### src/rtl/soc_io.sv
// Memory-mapped IO page: LED register, UART transmitter, free-running cycle counter.
// Define SOC_IO_UART_EN to build the UART; without it TXD idles high and register 1 is inert.
module soc_io #(
  parameter int LED_W    = 5,
  parameter int CLK_FREQ = 12000000,
  parameter int BAUD     = 115200,
  parameter int IO_BIT   = 22
) (
  input  logic             clk,
  input  logic             reset,
  input  logic [31:0]      mem_addr,
  input  logic [31:0]      mem_wdata,
  input  logic [3:0]       mem_wmask,
  input  logic             mem_rstrb,
  output logic [31:0]      mem_rdata,
  output logic [LED_W-1:0] LEDS,
  output logic             TXD
);

  localparam int DIV   = CLK_FREQ / BAUD;
  localparam int DIV_W = (DIV < 2) ? 1 : $clog2(DIV);

  generate
    if (DIV < 2) begin : g_bad_div
      $error("soc_io: CLK_FREQ/BAUD must be at least 2");
    end
    if (LED_W < 1 || LED_W > 32) begin : g_bad_led
      $error("soc_io: LED_W must be within 1..32");
    end
  endgenerate

  logic             w_sel;
  logic             w_wr;
  logic             w_rd;
  logic [1:0]       w_reg;
  logic [31:0]      w_ledOld;
  logic [31:0]      w_ledNew;
  logic [31:0]      w_rdMux;
  logic             w_busy;
  logic             w_overrun;
  logic             w_unused;
  logic [LED_W-1:0] r_led;
  logic [31:0]      r_rdata;
  logic [31:0]      r_cycle;

  assign w_sel    = mem_addr[IO_BIT];
  assign w_reg    = mem_addr[3:2];
  assign w_wr     = w_sel & (|mem_wmask);
  assign w_rd     = w_sel & mem_rstrb;
  assign w_unused = &{1'b0, mem_addr, w_ledNew};

  assign mem_rdata = r_rdata;
  assign LEDS      = r_led;

  // LED write is merged lane by lane over the zero-extended current value
  always_comb begin
    w_ledOld = 32'(r_led);
    w_ledNew = w_ledOld;
    for (int i = 0; i < 4; i++) begin
      if (mem_wmask[i]) w_ledNew[8*i +: 8] = mem_wdata[8*i +: 8];
    end
  end

  always_comb begin
    w_rdMux = '0;
    case (w_reg)
      2'd0:    w_rdMux = w_ledOld;
      2'd2:    w_rdMux = {30'd0, w_overrun, w_busy};
      2'd3:    w_rdMux = r_cycle;
      default: w_rdMux = '0;
    endcase
  end

  always_ff @(posedge clk or negedge reset) begin
    if (!reset) begin
      r_led   <= '0;
      r_rdata <= '0;
      r_cycle <= '0;
    end else begin
      r_cycle <= r_cycle + 32'd1;
      if (w_rd) r_rdata <= w_rdMux;
      if (w_wr && (w_reg == 2'd0)) r_led <= w_ledNew[LED_W-1:0];
    end
  end

`ifdef SOC_IO_UART_EN
  typedef enum logic [1:0] {IDLE, START, DATA, STOP} uart_state_t;

  uart_state_t      r_state;
  uart_state_t      w_next;
  logic [DIV_W-1:0] r_div;
  logic [2:0]       r_bit;
  logic [7:0]       r_shift;
  logic             r_overrun;
  logic             w_dataWr;
  logic             w_accept;
  logic             w_statRd;
  logic             w_tick;
  logic             w_txd;

  assign w_dataWr  = w_wr & (w_reg == 2'd1);
  assign w_accept  = w_dataWr & mem_wmask[0] & (r_state == IDLE);
  assign w_statRd  = w_rd & (w_reg == 2'd2);
  assign w_tick    = (r_div == DIV_W'(DIV - 1));
  assign w_busy    = (r_state != IDLE);
  assign w_overrun = r_overrun;
  assign TXD       = w_txd;

  always_ff @(posedge clk or negedge reset) begin
    if (!reset) r_state <= IDLE;
    else        r_state <= w_next;
  end

  always_comb begin
    w_next = r_state;
    w_txd  = 1'b1;
    case (r_state)
      IDLE:  if (w_accept) w_next = START;
      START: begin
        w_txd = 1'b0;
        if (w_tick) w_next = DATA;
      end
      DATA: begin
        w_txd = r_shift[0];
        if (w_tick && (r_bit == 3'd7)) w_next = STOP;
      end
      STOP:    if (w_tick) w_next = IDLE;
      default: w_next = IDLE;
    endcase
  end

  // A write while busy is dropped; overrun set beats the clearing status read
  always_ff @(posedge clk or negedge reset) begin
    if (!reset) begin
      r_div     <= '0;
      r_bit     <= '0;
      r_shift   <= '0;
      r_overrun <= 1'b0;
    end else begin
      if (r_state == IDLE) begin
        r_div <= '0;
        r_bit <= '0;
        if (w_accept) r_shift <= mem_wdata[7:0];
      end else begin
        r_div <= w_tick ? '0 : r_div + 1'b1;
        if ((r_state == DATA) && w_tick) begin
          r_shift <= {1'b0, r_shift[7:1]};
          r_bit   <= r_bit + 3'd1;
        end
      end
      if (w_dataWr && w_busy) r_overrun <= 1'b1;
      else if (w_statRd)      r_overrun <= 1'b0;
    end
  end
`else
  assign w_busy    = 1'b0;
  assign w_overrun = 1'b0;
  assign TXD       = 1'b1;
`endif

endmodule

### config.mk
export PLATFORM = sky130hd
export DESIGN_NAME = soc_io
export DESIGN_NICKNAME = d
export VERILOG_FILES = /design/src/rtl/soc_io.sv
export SDC_FILE = /design/constraint.sdc
export NUM_CORES = 1
export LEC_CHECK = 0
export CAP_MARGIN = 10
export CORE_ASPECT_RATIO = 0.75
export CORE_MARGIN = 1.5
export CORE_UTILIZATION = 40
export CTS_BUF_LIST = sky130_fd_sc_hd__clkbuf_8 sky130_fd_sc_hd__clkbuf_16
export CTS_CLUSTER_DIAMETER = 30
export DETAILED_ROUTE_END_ITERATION = 8
export HOLD_SLACK_MARGIN = 0.05
export PLACE_DENSITY = 0.73
export SLEW_MARGIN = 20
export SYNTH_ARGS = -nofsm -noshare
export SYNTH_HDL_FRONTEND = slang
export SYNTH_SLANG_ARGS = --single-unit
export TNS_END_PERCENT = 100
### constraint.sdc
create_clock -name clk -period 2.52 [get_ports clk]
set_input_delay 0.756 -clock clk [delete_from_list [all_inputs] [get_ports clk]]
set_output_delay 0.756 -clock clk [all_outputs]
set_load 0.02 [all_outputs]
==> run metrics, run 1 <==
outcome finished, final reports clean; Crit path depth 1; drt drc 0; CP max-delay cell clkdlybuf4s50_1; EDFF count, synth 0; layout cell share with drive strength beyond 1 9.52%; Clock Tree Root clkbuf_8; worst relative slew slack 53.5%; I/O pin cnt 109; worst setup path class flip-flop to output port; met1 WL 3070 µm; CP endpoint kind output port; initial antenna violation count 0; skew final 0.00795 ns; warnings from Yosys 0; via/cell ratio 4.94; Slew Viols, Final 0; r2r setup slk 0.58 ns; Flop pwr share 49.0%; Register Area 1730 µm²; post-layout instance count excluding filler cells 434; Arrival @ worst endpoint 1.36 ns; Logic pwr share 8.5%; wire per inst 14.2 µm; Pint 1830 µW; CP Buf/Inv Count 1; Nets 405; Port Buf Inserts 48; Initial Util 42.2%; multi-input logic area 1130 µm²; FF-to-FF Start r_cycle[9]; number of buffers created by CTS 9; Hold Path Class primary input to asynchronous set/reset pin; worst path required time 1.76 ns; CP max FO 2; final hold vios 0; Clk network pwr share 42.5%; Sink Count 69; CP Launch Point mem_rdata[7]; # hold bufs at CTS 0; area growth from synthesis to layout 28.9%; Post-synth top cells dfrtp_1 (69), nand2_1 (67), o21ai_0 (32); R2R cell count 4; worst hold margin 0.370 ns; Clk Latency, worst-skew pair 0.34 ns; MaxCap Viol Count 0; Max Clock Freq 472 MHz; detailed-router iteration count before antenna repair 4; Netlist Area Pre-Place 2930 µm²; clk buf depth 2; minimum clock period 2.12 ns; metal2 WL 2720 µm; Main synth FF type dfrtp_1; post-cts resize count 0; Avg Cell Area, Syn 10.5 µm²; RSZ-0062 raised after global routing no; syn nets 353; grt ovf 0; 1st-iter DRT viols 168; WL met3 250 µm; crit path cell chain clkdlybuf4s50_1; max incr delay on CP 0.65 ns; vias in the first global route 2091; sequential share of the synthesized area 59.0%; dpl cells 418; Switching Share 22.2%; post-route cell area 3770 µm²; Reg clk slew, reported paths 0.07 ns; Yosys cell types 27; gr usage total 17.8%; GP Congestion 0.799; ys async rst share 100%; leakage power 0.00160 µW; Setup violations, final 0; Layout fillers 605; DIE AREA 7840 µm²; flop and latch count out of synthesis 69; Final ANT Viol Nets 0; placed instance area 3540 µm²; Total Power 2350 µW; CTS tree built; Die X 102 µm; highest metal used met4; most area-consuming cells after synthesis dfrtp_1 (59%), nand2_1 (8.6%), xnor2_1 (6.9%); Tcrit/Tclk final 84.1%; P per Cell Area 624 nW/µm²; VDD IR max 0.226 mV; crit-path leading delay family buffers and inverters; Worst-Margin Slew 0.691 ns; most frequent cell after synthesis dfrtp_1; last element of the critical path mem_rdata[7]; # diodes 0; Post-Syn Instances 279; FF-to-FF End r_cycle[25]; hpwl dp 4300 µm; num rows 26; top-area cell type share of the netlist area 59.0%; post-CTS setup buffers 0; core region area 6930 µm²; largest net degree at the start of global routing 60; Max H-tree Level 3; die height 77.1 µm; first-pass GRT wire length 10700 µm; via count 2145; drt total wl 6170 µm; Switch Pwr 523 µW; area leader, netlist dfrtp_1; Setup TNS Final 0 ns; crit path launch type flip-flop
[state kept, by name, indices dropped and copies added, names as in the netlist]
signal	count
r_cycle	32
LEDS	5
mem_rdata	32
[cells in the final DEF, fill, tap and decap left out, drive strengths merged]
master          n
o21ai          32
nand2          67
xor2            7
nor2            9
xnor2          23
dfrtp          69
nand3b          1
conb            1
nand4          16
bufinv          2
buf             5
or2             1
or4             1
inv             7
clkdlybuf4s50  47
nor3            3
ha              3
clkinv          2
nor4            4
clkbuf         11
mux2            5
nand3          12
a22oi           5
and3            3
[routing by layer]
metal / GRT usage, % / vias to the layer above
met4: 6.67 / 0
met3: 4.65 / 12
met5: 0 / -
li1: - / 1052
met1: 26.7 / 1037
met2: 24.7 / 44
[worst min path at each step]
stage             startpoint             to  slack [ns]  cells past startpoint
2_1_floorplan     r_cycle[0]     r_cycle[0]        0.44                      1
3_3_place_gp   mem_rdata[15]  mem_rdata[15]        0.46                      2
3_5_place_dp   mem_rdata[26]  mem_rdata[26]        0.47                      2
4_1_cts                reset  mem_rdata[15]        0.37                      1
5_1_grt                reset   mem_rdata[8]        0.38                      1
6_report               reset   mem_rdata[8]        0.37                      1
[logic make-up (layout without fill, tap and decap cells)]
group                    after synthesis  count (layout)  share of synthesized area, %
multiplexers                           5               5                          1.92
XOR/XNOR                              30              30                          8.98
adder cells (fa/ha/maj)                3               3                          1.28
flip-flops                            69              69                          59.0
AND/OR/NAND/NOR                      117             117                          19.5
buffers and inverters                 17              74                          2.35
other                                  1               1                         0.128
AO/OA/AOI/OAI                         37              37                          6.76
[stage by stage]
stage / util [%] / setup slack [ns]
floorplan: - / 0.865
global placement: 51.2 / 0.244
detailed placement: 51.2 / 0.224
CTS: 54.4 / 0.383
global route: 54.4 / 0.372
finish: 54.4 / 0.400
[power groups by stage]
stage,registers [µW],clock network (µW),logic [µW]
6_report,1150,1000,200
5_1_grt,1160,1070,217
4_1_cts,1150,1020,202
3_5_place_dp,1170,0,202
3_3_place_gp,1170,0,197
2_1_floorplan,1210,0,50.6
[layout make-up]
| cell class | instances | area share, % |
|---|---|---|
| repair buffers | 52 | 14.4 |
| clock buffers | 11 | 4.02 |
| clock inverters | 5 | 1.96 |
| inverters | 6 | 0.597 |
| multi-input cells | 193 | 30.0 |
| flip-flops and latches | 69 | 45.8 |
| well taps | 98 | 3.25 |
[worst reg2reg max path, cell delays in order, from the launching register on]
cell     delay (ns)
dfrtp_1        0.48
nand4_2        0.25
nor4_1         0.68
nand4_1        0.24
xnor2_1        0.19
(Power assumes the default switching activity.)
==> run 2: changes to the inputs <==
PLACE_DENSITY = 0.76   (was 0.73)
clock period = 1.8 ns   (was 2.52 ns; I/O delays follow)
==> run metrics, run 2 (same netlist as run 1, synthesis figures left out) <==
CP endpoint kind flip-flop; Layout fillers 608 (+0.50%); final hold vios 0 (unchanged); Logic pwr share 7.6% (-0.9 points); wire per inst 13.9 µm (-1.8%); die height 77.1 µm (unchanged); highest metal used met4; RSZ-0062 raised after global routing no; multi-input logic area 1140 µm² (+0.55%); leakage power 0.00178 µW (+12%); Hold Path Class primary input to asynchronous set/reset pin; most frequent cells in the layout dfrtp_1 (69), nand2_1 (67), dlygate4sd2_1 (37); Sink Count 69 (unchanged); Nets 412 (+1.7%); drt total wl 6150 µm (-0.23%); number of buffers created by CTS 9 (unchanged); worst path required time 2.02 ns (+0.26 ns); skew final 0.00794 ns (-0.0000158 ns); crit path launch type flip-flop; hpwl dp 4280 µm (-0.44%); Final Core Density 54.4% (about the same); post-cts resize count 37 (+37); via count 2211 (+3.1%); VDD IR max 0.448 mV (+98%); Slew Viols, Final 0 (unchanged); Port Buf Inserts 48 (unchanged); area growth from synthesis to layout 28.8% (about the same); drt drc 0 (unchanged); Clk Latency, worst-skew pair 0.34 ns (about the same); # diodes 0 (unchanged); commonest non-fill, non-tap cell in the layout dfrtp_1; Die X 102 µm (unchanged); Flop pwr share 49.7% (+0.7 points); WL met3 299 µm (+20%); clk buf depth 2 (unchanged); outcome finished, final reports clean; first-pass GRT wire length 10600 µm (-0.38%); Initial Util 42.2% (unchanged); core region area 6930 µm² (unchanged); Switching Share 23.0% (+0.76 points); minimum clock period 1.69 ns; initial antenna violation count 0 (unchanged); num rows 26 (unchanged); Clk network pwr share 42.7% (+0.2 points); Total Power 3250 µW (+38%); Final ANT Viol Nets 0 (unchanged); via/cell ratio 5.01 (+1.4%); Setup violations, final 0 (unchanged); detailed-router iteration count before antenna repair 4 (unchanged); # hold bufs at CTS 0 (unchanged); post-CTS setup buffers 0 (unchanged); 1st-iter DRT viols 141 (-16%); Arrival @ worst endpoint 1.91 ns (+0.55 ns); layout cell share with drive strength beyond 1 12.0% (+2.4 points); vias in the first global route 2146 (+2.6%); gr usage total 17.6% (-0.26 points); pre-CTS WS -0.205 ns (-0.430 ns); MaxCap Viol Count 0 (unchanged); Clock Tree Root clkbuf_8; Tcrit/Tclk final 93.8%; Max H-tree Level 3 (unchanged); metal2 WL 2810 µm (+3.2%); CP max FO 8 (+6); Switch Pwr 747 µW (+43%); largest net degree at the start of global routing 70 (+17%); GP Congestion 0.784 (-1.9%); post-route setup slack 0.112 ns (-0.289 ns); Max Clock Freq 592 MHz; worst setup path class flip-flop to flip-flop; grt ovf 0 (unchanged); Pint 2500 µW (+37%); I/O pin cnt 109 (unchanged); DIE AREA 7840 µm² (unchanged); CTS tree built; met1 WL 3010 µm (-2.1%); Reg clk slew, reported paths 0.07 ns (about the same); P per Cell Area 862 nW/µm² (+38%); Register Area 1730 µm² (unchanged)
[run 2: cell count changes in the layout (fill, tap and decap cells not counted), sizes merged]
cell / previous run / this run
buf: 5 / 12
clkbuf: 11 / 10
clkdlybuf4s50: 47 / 10
clkinv: 2 / 3
clkinvlp: 0 / 1
dlygate4sd2: 0 / 37
inv: 7 / 6
[run 2: power by group through the flow]
stage | Sequential [µW] | Clock [µW] | Combinational [µW]
finish | 1610 | 1390 | 248
global route | 1620 | 1480 | 269
global placement | 1640 | 0 | 273
CTS | 1610 | 1420 | 251
detailed placement | 1650 | 0 | 277
floorplan | 1690 | 0 | 70.9
[run 2: worst max-delay path, stage by stage, from the launching register on]
cell and delay (ns):
dfrtp_1 0.41, ha_1 0.27, nand4_1 0.21, nor4_4 0.18
buf_4 0.22, nand4_1 0.14, xnor2_1 0.15
[run 2: layout make-up]
class	count	share of cell area (%)
clock buffer	10	3.65
tap	98	3.25
inverter	6	0.598
multi-input combinational	193	30.1
timing repair buffer	59	14.2
clock inverter	6	2.29
sequential	69	45.8
[run 2: routing by layer]
layer / global-route usage, % / up-vias
met1: 25.6 / 1096
met3: 4.74 / 2
met4: 6.67 / 0
li1: - / 1066
met2: 24.9 / 47
met5: 0 / -
[run 2: metrics by stage]
stage / instance area [µm²] / cells / setup TNS, ns / hold WS (ns)
2_1_floorplan: 2930 / 279 / 0 / 0.244
3_3_place_gp: 3580 / 425 / -1.48 / 0.461
3_5_place_dp: 3580 / 425 / -1.95 / 0.471
4_1_cts: 3760 / 441 / 0 / 0.224
5_1_grt: 3770 / 441 / 0 / 0.232
6_report: 3770 / 441 / 0 / 0.212
[run 2: worst paths after layout]
path	from	to	slack, ns	cells after the start
min in group clk	mem_rdata[19]	mem_rdata[19]	0.48	2
worst min-delay path	reset	mem_rdata[2]	0.21	2
worst min register to register	mem_rdata[19]	mem_rdata[19]	0.48	2
max in group asynchronous	reset	LEDS[2]	1.30	2
worst max-delay path	r_cycle[1]	r_cycle[24]	0.11	6
worst max register to register	r_cycle[1]	r_cycle[24]	0.11	6
